**src/rtl/micro_sequencer.sv**
```systemverilog
// rtl/micro_sequencer.sv - microprogram sequencer with 4-way branch, call/return stack and halt
//
// Purpose:
//   Presents the registered micro-address to an external combinational
//   microcode ROM, decodes the returned microword into the datapath control
//   bus, and selects the next micro-address. The next step is a 4-way
//   conditional branch, a subroutine call or return on an internal stack,
//   or a halt. The micro-address, the stack and the status flags are the
//   only state.
//
// Ports:
//   clk        in   1       rising-edge clock
//   rst_n      in   1       synchronous active-low reset
//   hold       in   1       1 = freeze sequencer this cycle
//   cond       in   NCOND   branch condition bits
//   uaddr      out  ADDR_W  current micro-address (registered upc)
//   uword      in   MW      ROM data at uaddr
//   bus_ctrl   out  CTRL_W  ctrl field of uword, 0 while halted
//   halted     out  1       sticky halt flag
//   stack_err  out  1       sticky stack overflow/underflow flag
//   sp         out  SP_W    number of valid stack entries

module micro_sequencer #(
  parameter int ADDR_W      = 4,
  parameter int CTRL_W      = 22,
  parameter int NCOND       = 4,
  parameter int STACK_DEPTH = 4,
  parameter int RESET_ADDR  = 0,
  localparam int CSEL_W     = $clog2(NCOND),
  localparam int SP_W       = $clog2(STACK_DEPTH + 1),
  localparam int MW         = 2 + 2 * CSEL_W + 4 * ADDR_W + CTRL_W
) (
  input  logic              clk,
  input  logic              rst_n,
  input  logic              hold,
  input  logic [NCOND-1:0]  cond,
  output logic [ADDR_W-1:0] uaddr,
  input  logic [MW-1:0]     uword,
  output logic [CTRL_W-1:0] bus_ctrl,
  output logic              halted,
  output logic              stack_err,
  output logic [SP_W-1:0]   sp
);

  typedef enum logic [1:0] {
    OP_BRANCH = 2'b00,
    OP_CALL   = 2'b01,
    OP_RET    = 2'b10,
    OP_HALT   = 2'b11
  } op_e;

  // A depth-1 stack still needs a 1-bit index to declare the array.
  localparam int STK_IDX_W = (STACK_DEPTH > 1) ? $clog2(STACK_DEPTH) : 1;
  localparam logic [SP_W-1:0]   SP_FULL  = SP_W'(STACK_DEPTH);
  localparam logic [SP_W-1:0]   SP_ONE   = SP_W'(1);
  localparam logic [ADDR_W-1:0] RST_UPC  = ADDR_W'(RESET_ADDR);

  logic [ADDR_W-1:0] r_upc;
  logic [SP_W-1:0]   r_sp;
  logic              r_halted;
  logic              r_stack_err;
  logic [ADDR_W-1:0] r_stack [STACK_DEPTH];

  // Microword fields, MSB to LSB: op | selA | selB | nxt0 | nxt1 | nxt2 | nxt3 | ctrl
  op_e               w_op;
  logic [CSEL_W-1:0] w_sela;
  logic [CSEL_W-1:0] w_selb;
  logic [ADDR_W-1:0] w_nxt0;
  logic [ADDR_W-1:0] w_nxt1;
  logic [ADDR_W-1:0] w_nxt2;
  logic [ADDR_W-1:0] w_nxt3;
  logic [CTRL_W-1:0] w_ctrl;

  assign w_op   = op_e'(uword[MW-1 -: 2]);
  assign w_sela = uword[CTRL_W + 4*ADDR_W + CSEL_W +: CSEL_W];
  assign w_selb = uword[CTRL_W + 4*ADDR_W +: CSEL_W];
  assign w_nxt0 = uword[CTRL_W + 3*ADDR_W +: ADDR_W];
  assign w_nxt1 = uword[CTRL_W + 2*ADDR_W +: ADDR_W];
  assign w_nxt2 = uword[CTRL_W + ADDR_W +: ADDR_W];
  assign w_nxt3 = uword[CTRL_W +: ADDR_W];
  assign w_ctrl = uword[CTRL_W-1:0];

  logic [1:0]        w_idx;
  logic [ADDR_W-1:0] w_br_target;
  logic [SP_W-1:0]   w_sp_dec;
  logic [STK_IDX_W-1:0] w_push_idx;
  logic [STK_IDX_W-1:0] w_top_idx;
  logic [ADDR_W-1:0] w_stack_top;

  // selB supplies the high index bit, selA the low one.
  assign w_idx = {cond[w_selb], cond[w_sela]};

  always_comb begin
    w_br_target = w_nxt0;
    case (w_idx)
      2'b00:   w_br_target = w_nxt0;
      2'b01:   w_br_target = w_nxt1;
      2'b10:   w_br_target = w_nxt2;
      default: w_br_target = w_nxt3;
    endcase
  end

  // Push writes at slot sp; the top of stack lives at slot sp-1.
  assign w_sp_dec    = r_sp - SP_ONE;
  assign w_push_idx  = r_sp[STK_IDX_W-1:0];
  assign w_top_idx   = w_sp_dec[STK_IDX_W-1:0];
  assign w_stack_top = r_stack[w_top_idx];

  logic [ADDR_W-1:0] w_upc_nxt;
  logic [SP_W-1:0]   w_sp_nxt;
  logic              w_push;
  logic              w_err_set;
  logic              w_halt_set;

  always_comb begin
    w_upc_nxt  = r_upc;
    w_sp_nxt   = r_sp;
    w_push     = 1'b0;
    w_err_set  = 1'b0;
    w_halt_set = 1'b0;
    if (!r_halted && !hold) begin
      case (w_op)
        OP_BRANCH: w_upc_nxt = w_br_target;
        OP_CALL: begin
          // The jump happens even when the push is refused on a full stack.
          w_upc_nxt = w_nxt0;
          if (r_sp != SP_FULL) begin
            w_push   = 1'b1;
            w_sp_nxt = r_sp + SP_ONE;
          end else begin
            w_err_set = 1'b1;
          end
        end
        OP_RET: begin
          if (r_sp != '0) begin
            w_upc_nxt = w_stack_top;
            w_sp_nxt  = w_sp_dec;
          end else begin
            w_upc_nxt = w_nxt0;
            w_err_set = 1'b1;
          end
        end
        default: w_halt_set = 1'b1;
      endcase
    end
  end

  always_ff @(posedge clk) begin
    if (!rst_n) begin
      r_upc       <= RST_UPC;
      r_sp        <= '0;
      r_halted    <= 1'b0;
      r_stack_err <= 1'b0;
    end else begin
      r_upc       <= w_upc_nxt;
      r_sp        <= w_sp_nxt;
      r_halted    <= r_halted | w_halt_set;
      r_stack_err <= r_stack_err | w_err_set;
    end
  end

  // Stack contents need no reset; sp alone defines which entries are valid.
  always_ff @(posedge clk) begin
    if (rst_n && w_push) begin
      r_stack[w_push_idx] <= w_nxt1;
    end
  end

  assign uaddr     = r_upc;
  assign sp        = r_sp;
  assign halted    = r_halted;
  assign stack_err = r_stack_err;
  assign bus_ctrl  = r_halted ? '0 : w_ctrl;

endmodule

```
**config.mk**
```make
export PLATFORM = sky130hd
export DESIGN_NAME = micro_sequencer
export DESIGN_NICKNAME = d
export VERILOG_FILES = /design/src/rtl/micro_sequencer.sv
export SDC_FILE = /design/constraint.sdc
export NUM_CORES = 1
export LEC_CHECK = 0
export ABC_AREA = 1
export CAP_MARGIN = 20
export CORE_MARGIN = 2
export CORE_UTILIZATION = 37
export CTS_CLUSTER_SIZE = 30
export DETAILED_ROUTE_END_ITERATION = 8
export PLACE_DENSITY = 0.84
export SLEW_MARGIN = 5
export SYNTH_ARGS = -nofsm -noshare
export SYNTH_HDL_FRONTEND = slang
export SYNTH_SLANG_ARGS = --single-unit
```
**constraint.sdc**
```tcl
create_clock -name clk -period 1.6 [get_ports clk]
set_input_delay 0.32 -clock clk [delete_from_list [all_inputs] [get_ports clk]]
set_output_delay 0.32 -clock clk [all_outputs]
set_load 0.005 [all_outputs]
```
# Word-level counts from Yosys, hierarchy flattened
# Memories as Yosys holds them, arrays and structs flattened.
# Index checks and enable logic that the tools add are counted.
# word_totals
ram_bits,16
mem_count,1
regBits,9
# mem_list
memory,words,word_bits,read_ports,rd_clocked_by_memory_dff,write_ports,line_no,source
r_stack,4,4,1,0,1,62,logic [ADDR_W-1:0] r_stack [STACK_DEPTH];
# classes
n_addsub,2
n_bitwise,2
muxes,22
n_lt_le_gt_ge,2
reduce_logical,12
eq_ne,7
# ops
op,n
4-bit case mux with 3 select lines,2
22-bit 2-to-1 mux,1
1-bit 2-to-1 mux,12
"2-bit by 3-bit < comparator with 1-bit output, second input constant",2
3-bit 2-to-1 mux,2
3-bit case mux with 2 select lines,1
3-bit nonzero test,2
1-bit binary-select mux with 2-bit select,2
"2-bit by 1-bit == test with 1-bit output, second input constant",2
"2-bit == test, second input constant",2
2-bit zero test,2
4-bit 2-to-1 mux,1
"2-bit inequality test, second input constant",2
4-bit AND reduction,1
"3-bit by 1-bit adder with 3-bit output, second input constant",1
"3-bit inequality test, second input constant",1
3-bit OR reduction,1
"3-bit by 1-bit subtractor with 3-bit output, second input constant",1
1-bit logical AND,2
1-bit zero test,2
1-bit OR,2
1-bit case mux with 2 select lines,1
2-bit AND reduction,1
2-bit nonzero test,1

# Longest topological paths before layout
# Gate-level depths: netlist of the first run.
# depth
word_depth,7
depth_mapped,10
ltp_nobuf,10

# Worst setup path after synthesis of the first run
# No wires, ideal clock.
# synth_path
path_kind,register to register
start,"register r_sp[0], in the netlist sp[0]"
end,memory r_stack[0][0] (enable)
arrival_ns,1.367
path_buffers,0
setup_ns,0.329
synth_period_minus_slack_ns,1.696
path_stages_with_launch,6
required_time_ns,1.271
path_slack_ns,-0.096
path_cell_list,dfxtp_1 > clkinv_1 > ha_1 > nand2_1 > nand4_1 > nor2_1
# synth_between
elab_chain_cells,7
# synth_rtl
item,line_no,source
from (decl),59,logic [SP_W-1:0] r_sp;
from (signal assigned),156,r_sp <= w_sp_nxt;
3-bit inequality test,127,if (r_sp != SP_FULL) begin
1-bit 2-to-1 mux,127,
1-bit 2-to-1 mux,122,case (w_op)
1-bit 2-to-1 mux,121,if (!r_halted && !hold) begin
1-bit logical AND,164,if (rst_n && w_push) begin
1-bit 2-to-1 mux,164,
1-bit 2-to-1 mux (not written as such),165,r_stack[w_push_idx] <= w_nxt1;
to (decl),62,
# Parallel ways exist; a longest one is shown, timed or not.

# Final worst setup path of the first run
# layout_path
start,"register r_halted, in the netlist halted"
end,output bus_ctrl[5]
# layout_between
elab_chain_cells,1
# layout_rtl
item,line_no,source
from (decl),60,logic r_halted;
from (signal assigned),157,r_halted <= r_halted | w_halt_set;
22-bit 2-to-1 mux,173,assign bus_ctrl = r_halted ? '0 : w_ctrl;
to (decl),39,"output logic [CTRL_W-1:0] bus_ctrl,"
# Every way passes these cells.

==> impl_metrics.yaml, run 1 <==
status:
  outcome: "complete, no violations"
layout:
  seqCellArea_um2: 667
  nFillCells: 365
  design_area_um2: 2800
  drive_gt1_frac: 0.155
  stdcell_count: 393
  fin_nets: 401
  n_antenna_cell: 0
  multi_input_area_um2: 887
  synthToLayoutAreaGrowth_pct: 64.8
  final_core_util: 0.640
critical_path:
  rr_worst_depth: 5
  r2r_end: "r_stack[1][1]"
  required_ns: 1.28
  critPathCaptureType: "output port"
  rrSetupSlack_ns: 0.08
  startpoint_type: "flop"
  worstPathMaxFanout: 12
  timing.rr.start: "halted"
  crit_type: "reg -> out"
  crit_end: "bus_ctrl[5]"
  cp.arrival_ns: 1.23
  crit_start: "halted"
cts:
  root_buffer: "clkbuf_8"
  hold_buffers: 0
  clk_path_buf_depth: 2
  cts_tree: "built"
  clk_pin_slew_worst_paths_ns: 0.08
  worstSkewPairLatency_ns: 0.26
  numCtsBuffers: 3
  h-tree-depth: 1
  clock_sinks: 25
run:
  cap_violations: 0
grt:
  grt-ovfl-total: 0
  grt_max_degree: 14
  grt_antenna_before_repair: 0
  track_usage: 0.186
  first_global_vias: 1794
  grt_pass1_wl_um: 7810
timing:
  setup_tns_ns: 0
  max_freq_ghz: 0.644
  period_share: 0.970
  hold_violations: 0
  relSlewSlack: 0.822
  skew_ns: 0.00160
  fin_hold_ws_ns: 0.490
  fin_crit_ns: 1.55
  setup_viol: 0
  worst_pin_slew_ns: 0.266
  finalMaxSlewViolations: 0
route:
  routed_wl_um: 4870
  dr.pass1.iters: 4
  drcViolationCount: 0
  final_antenna_net_count: 0
  viasPerCell: 4.79
  dr_total_vias: 1882
  routedWlPerCell_um: 12.4
  drtIter0Drc: 50
power_and_ir_drop:
  power_density_nw_per_um2: 613
  p_comb_frac: 0.371
  swShare: 0.290
  power.leakage_nw: 1.36
  power.switching_w: 0.000498
  vdd_drop_max_mv: 0.400
  p_clk_frac: 0.209
  power.internal_w: 0.00122
  seq_power_share: 0.419
floorplan:
  rows: 24
  die_h_um: 71.8
  die_area_um2: 5160
  initial_utilization: 0.388
  coreArea_um2: 4380
  dieWidth_um: 71.8
  ios: 82
placement:
  dp_hpwl_um: 3800
  placed_area_um2: 2700
  port_buffers: 81
  routabilityCongestion: 0.812
  place_inst: 387
logic_synthesis:
  synth_area_leaders: "edfxtp_1, nand2_1, dfxtp_1"
  synthesis.nets: 302
  ys_seq_area_frac: 0.388
  mappedNetlistArea_um2: 1700
  ys_ff_latch: 25
  synth_top_area_cell: "edfxtp_1"
  synth_warnings: 0
  netlist_instances: 243
  synth_top_area_frac: 0.282
  avgSynthCellArea_um2: 7.00
  synth_cell_types: 25
worst_hold_path:
  min_path_type: "reg -> reg"
worst min path at each step:
stage,endpoint,start,depth (start not counted)
2_1_floorplan,r_stack[0][0],uword[30],0
3_5_place_dp,stack_err,stack_err,2
4_1_cts,stack_err,stack_err,2
3_3_place_gp,stack_err,stack_err,2
6_report,stack_err,stack_err,2
5_1_grt,stack_err,stack_err,2
per-stage QoR:
stage	power [W]	setup WS (ns)
after detailed placement	0.00136	-0.265
final	0.00172	0.0479
after global routing	0.00181	-0.0481
after floorplan	0.00101	0.0342
after CTS	0.00170	0.00392
after global placement	0.00135	-0.215
logic make-up after synthesis:
family / after synthesis / synth area share
and+or+nand+nor: 127 / 0.339
buffers and inverters: 55 / 0.122
AOI/OAI and AO/OA: 25 / 0.0765
DFF: 25 / 0.388
adders and majority gates: 8 / 0.0588
xor gates and xnor gates: 3 / 0.0154
sequential cells by signal, indices dropped and copies added, names as in the netlist:
signal and count:
stack_err 1, halted 1, uaddr 4, sp 3, r_stack 16
layout make-up:
cell class                 instances  area share
tap                               52      0.0232
multi-input combinational        163       0.316
inverter                          52      0.0701
timing repair buffer              97       0.336
sequential                        25       0.238
clock buffer                       4      0.0161
placed cells by master, fill, tap and decap left out, types with 2 or more instances in the layout:
cell             instances
clkbuf_8                 3
nand2_4                  2
dlygate4sd2_1           17
a21oi_1                 12
buf_4                   12
inv_2                    5
inv_1                   44
dfxtp_2                  2
clkdlybuf4s50_1         57
ha_1                     6
nand2_1                 57
clkbuf_2                 4
nand2_2                  3
nor2_1                  25
xor2_1                   2
o21ai_2                  2
nand3_2                  3
dfxtp_1                  6
nor2_2                   3
clkinv_1                 2
nor2_4                   5
dlymetal6s2s_1           2
o21ai_1                  2
edfxtp_1                16
o21ai_0                  8
nand3_1                 27
synth_stat cells, drive strengths merged:
cell type	count
inv	49
o21ai	12
dfxtp	9
clkbuf	2
a21oi	12
nor3	1
nor2	33
buf	1
xor2	2
clkinv	3
nand3	30
ha	8
xnor2	1
nand4	1
nand2	62
a31oi	1
edfxtp	16
power groups by stage:
| stage | sequential [W] | combinational [W] | clock [W] |
|---|---|---|---|
| 4_1_cts | 0.000721 | 0.000618 | 0.000360 |
| 6_report | 0.000720 | 0.000638 | 0.000360 |
| 5_1_grt | 0.000723 | 0.000704 | 0.000387 |
| 2_1_floorplan | 0.000737 | 0.000273 | 0 |
| 3_3_place_gp | 0.000734 | 0.000617 | 0 |
| 3_5_place_dp | 0.000733 | 0.000626 | 0 |
worst max-delay path, cell delays in order (launching register included):
cell,delay (ns)
dfxtp_4,0.36
bufbuf_16,0.28
nor2_1,0.10
dlygate4sd2_1,0.23
metal layers:
metal,part of all wire,track usage,up-vias
met1,0.41,0.240,864
met5,0,0,-
met3,0.044,0.0197,2
met4,0.0045,0.0503,0
met2,0.54,0.330,64
li1,-,-,952
timing repair:
action / in CTS / in global routing
setup buffers: 1 / 0
endpoints found under the setup margin: 25 / 18
pin swaps: 0 / 1
gates cloned: 1 / 0
gates resized for setup: 26 / 23
No activity file was read; power rests on OpenSTA's default activity.
==> run 2: changes to the inputs <==
- RECOVER_POWER: unset -> 25
==> run 2 against run 1 <==
- count of clock-buffer cells in the layout unchanged
- final cell count unchanged
- cell area decreased by 0.27%
- utilization decreased by 0.17 points
- clock power about the same
- critical path depth unchanged
- register-to-register slack about the same
- non-clock buffer count unchanged
- via count decreased by 0.27%
- highest routed layer unchanged
==> impl_metrics.yaml, run 2 (synthesis gave the netlist of run 1 again) <==
status:
  outcome: "complete, no violations"
floorplan:
  dieWidth_um: 71.8
  coreArea_um2: 4380
  initial_utilization: 0.388
  die_h_um: 71.8
  rows: 24
  ios: 82
  die_area_um2: 5160
layout:
  fin_nets: 401
  n_antenna_cell: 0
  synthToLayoutAreaGrowth_pct: 64.3
  drive_gt1_frac: 0.150
  nFillCells: 369
  final_core_util: 0.638
  mostFrequentLayoutCell: "nand2_1"
  stdcell_count: 393
  largest_reg_flops: 16
  layout_common_cells: "nand2_1, clkdlybuf4s50_1, inv_1"
  top_register: "r_stack"
grt:
  grt_antenna_before_repair: 0
  grt_pass1_wl_um: 7810
  track_usage: 0.186
  first_global_vias: 1794
  grt-ovfl-total: 0
  grt_max_degree: 14
critical_path:
  required_ns: 1.28
  worstPathMaxFanout: 12
  startpoint_type: "flop"
  crit_slowest_cell: "dfxtp_4"
  cp.arrival_ns: 1.23
  path_cells: "bufbuf_16 -> nor2_1 -> dlygate4sd2_1"
  crit_type: "reg -> out"
  critPathCaptureType: "output port"
  crit_family: "buffers and inverters"
  cpPeakStageDelay_ns: 0.36
  cp.buffers_inverters: 2
run:
  cap_violations: 0
route:
  drtIter0Drc: 53
  routedWlPerCell_um: 12.4
  final_antenna_net_count: 0
  dr_total_vias: 1877
  routed_wl_um: 4890
  viasPerCell: 4.78
  drcViolationCount: 0
  dr.pass1.iters: 4
placement:
  dp_hpwl_um: 3800
  routabilityCongestion: 0.812
  pre_cts_slack_ns: -0.265
  port_buffers: 81
  place_inst: 387
cts:
  worstSkewPairLatency_ns: 0.26
  numCtsBuffers: 3
  clock_sinks: 25
  clk_pin_slew_worst_paths_ns: 0.08
  h-tree-depth: 1
  clk_path_buf_depth: 2
  cts_tree: "built"
  hold_buffers: 0
  root_buffer: "clkbuf_8"
timing:
  fin_hold_ws_ns: 0.490
  max_freq_ghz: 0.644
  hold_violations: 0
  fin_ws_ns: 0.0477
  relSlewSlack: 0.822
  setup_viol: 0
  finalMaxSlewViolations: 0
  worst_pin_slew_ns: 0.266
  skew_ns: 0.00178
  fin_crit_ns: 1.55
  period_share: 0.970
power_and_ir_drop:
  power.leakage_nw: 1.35
  vdd_drop_max_mv: 0.412
  power_density_nw_per_um2: 613
worst_hold_path:
  min_path_type: "reg -> reg"
## run 2: changes by cell type in the layout (fill, tap and decap cells not counted)
cell / previous run / this run
clkdlybuf4s50_1: 57 / 53
clkbuf_1: 1 / 3
buf_4: 12 / 10
dlygate4sd3_1: 0 / 4
## run 2: layout make-up
class                      instances  area [µm²]  share of cell area
multi-input combinational        163         887               0.317
timing repair buffer              97         936               0.335
clock buffer                       4        45.0              0.0161
inverter                          52         196              0.0702
sequential                        25         667               0.238
tap                               52        65.1              0.0233
## run 2: worst paths after layout
path                            cells after the start       from  slack, ns             to
worst max register to register                      5     halted       0.08  r_stack[1][1]
worst min register to register                      2  stack_err       0.49      stack_err
worst max-delay path                                3     halted       0.05    bus_ctrl[5]
worst min-delay path                                2  stack_err       0.49      stack_err
## run 2: report_power, final
| group | internal, W | switching, W |
|---|---|---|
| logic | 0.000332 | 0.000302 |
| registers | 0.000706 | 0.0000144 |
| clock network | 0.000177 | 0.000182 |
## run 2: stage by stage
| step | area, µm² | setup TNS, ns | power, W |
|---|---|---|---|
| final | 2800 | 0 | 0.00171 |
| after global routing | 2800 | -0.139 | 0.00181 |
| after CTS | 2760 | 0 | 0.00170 |
| after detailed placement | 2700 | -7.88 | 0.00136 |
| after global placement | 2700 | -6.66 | 0.00135 |
| after floorplan | 1710 | 0 | 0.00101 |
## run 2: per-layer routing
layer,GRT usage,share of wire,wire length (µm)
met2,0.330,0.54,2630
met5,0,0,0
met4,0.0503,0.0045,22
met3,0.0197,0.041,201
met1,0.240,0.42,2030
## run 2: what timing repair did
action                     CTS  global route
gates resized for setup     26            23
cloned                       1             0
setup buffers                1             0
pin swaps                    0             1
setup endpoints to repair   25            18
## run 2: tightest hold or removal path, stage by stage (launching register included)
cell and delay (ns):
dfxtp_1 0.33, a31oi_1 0.05, nor2_1 0.08
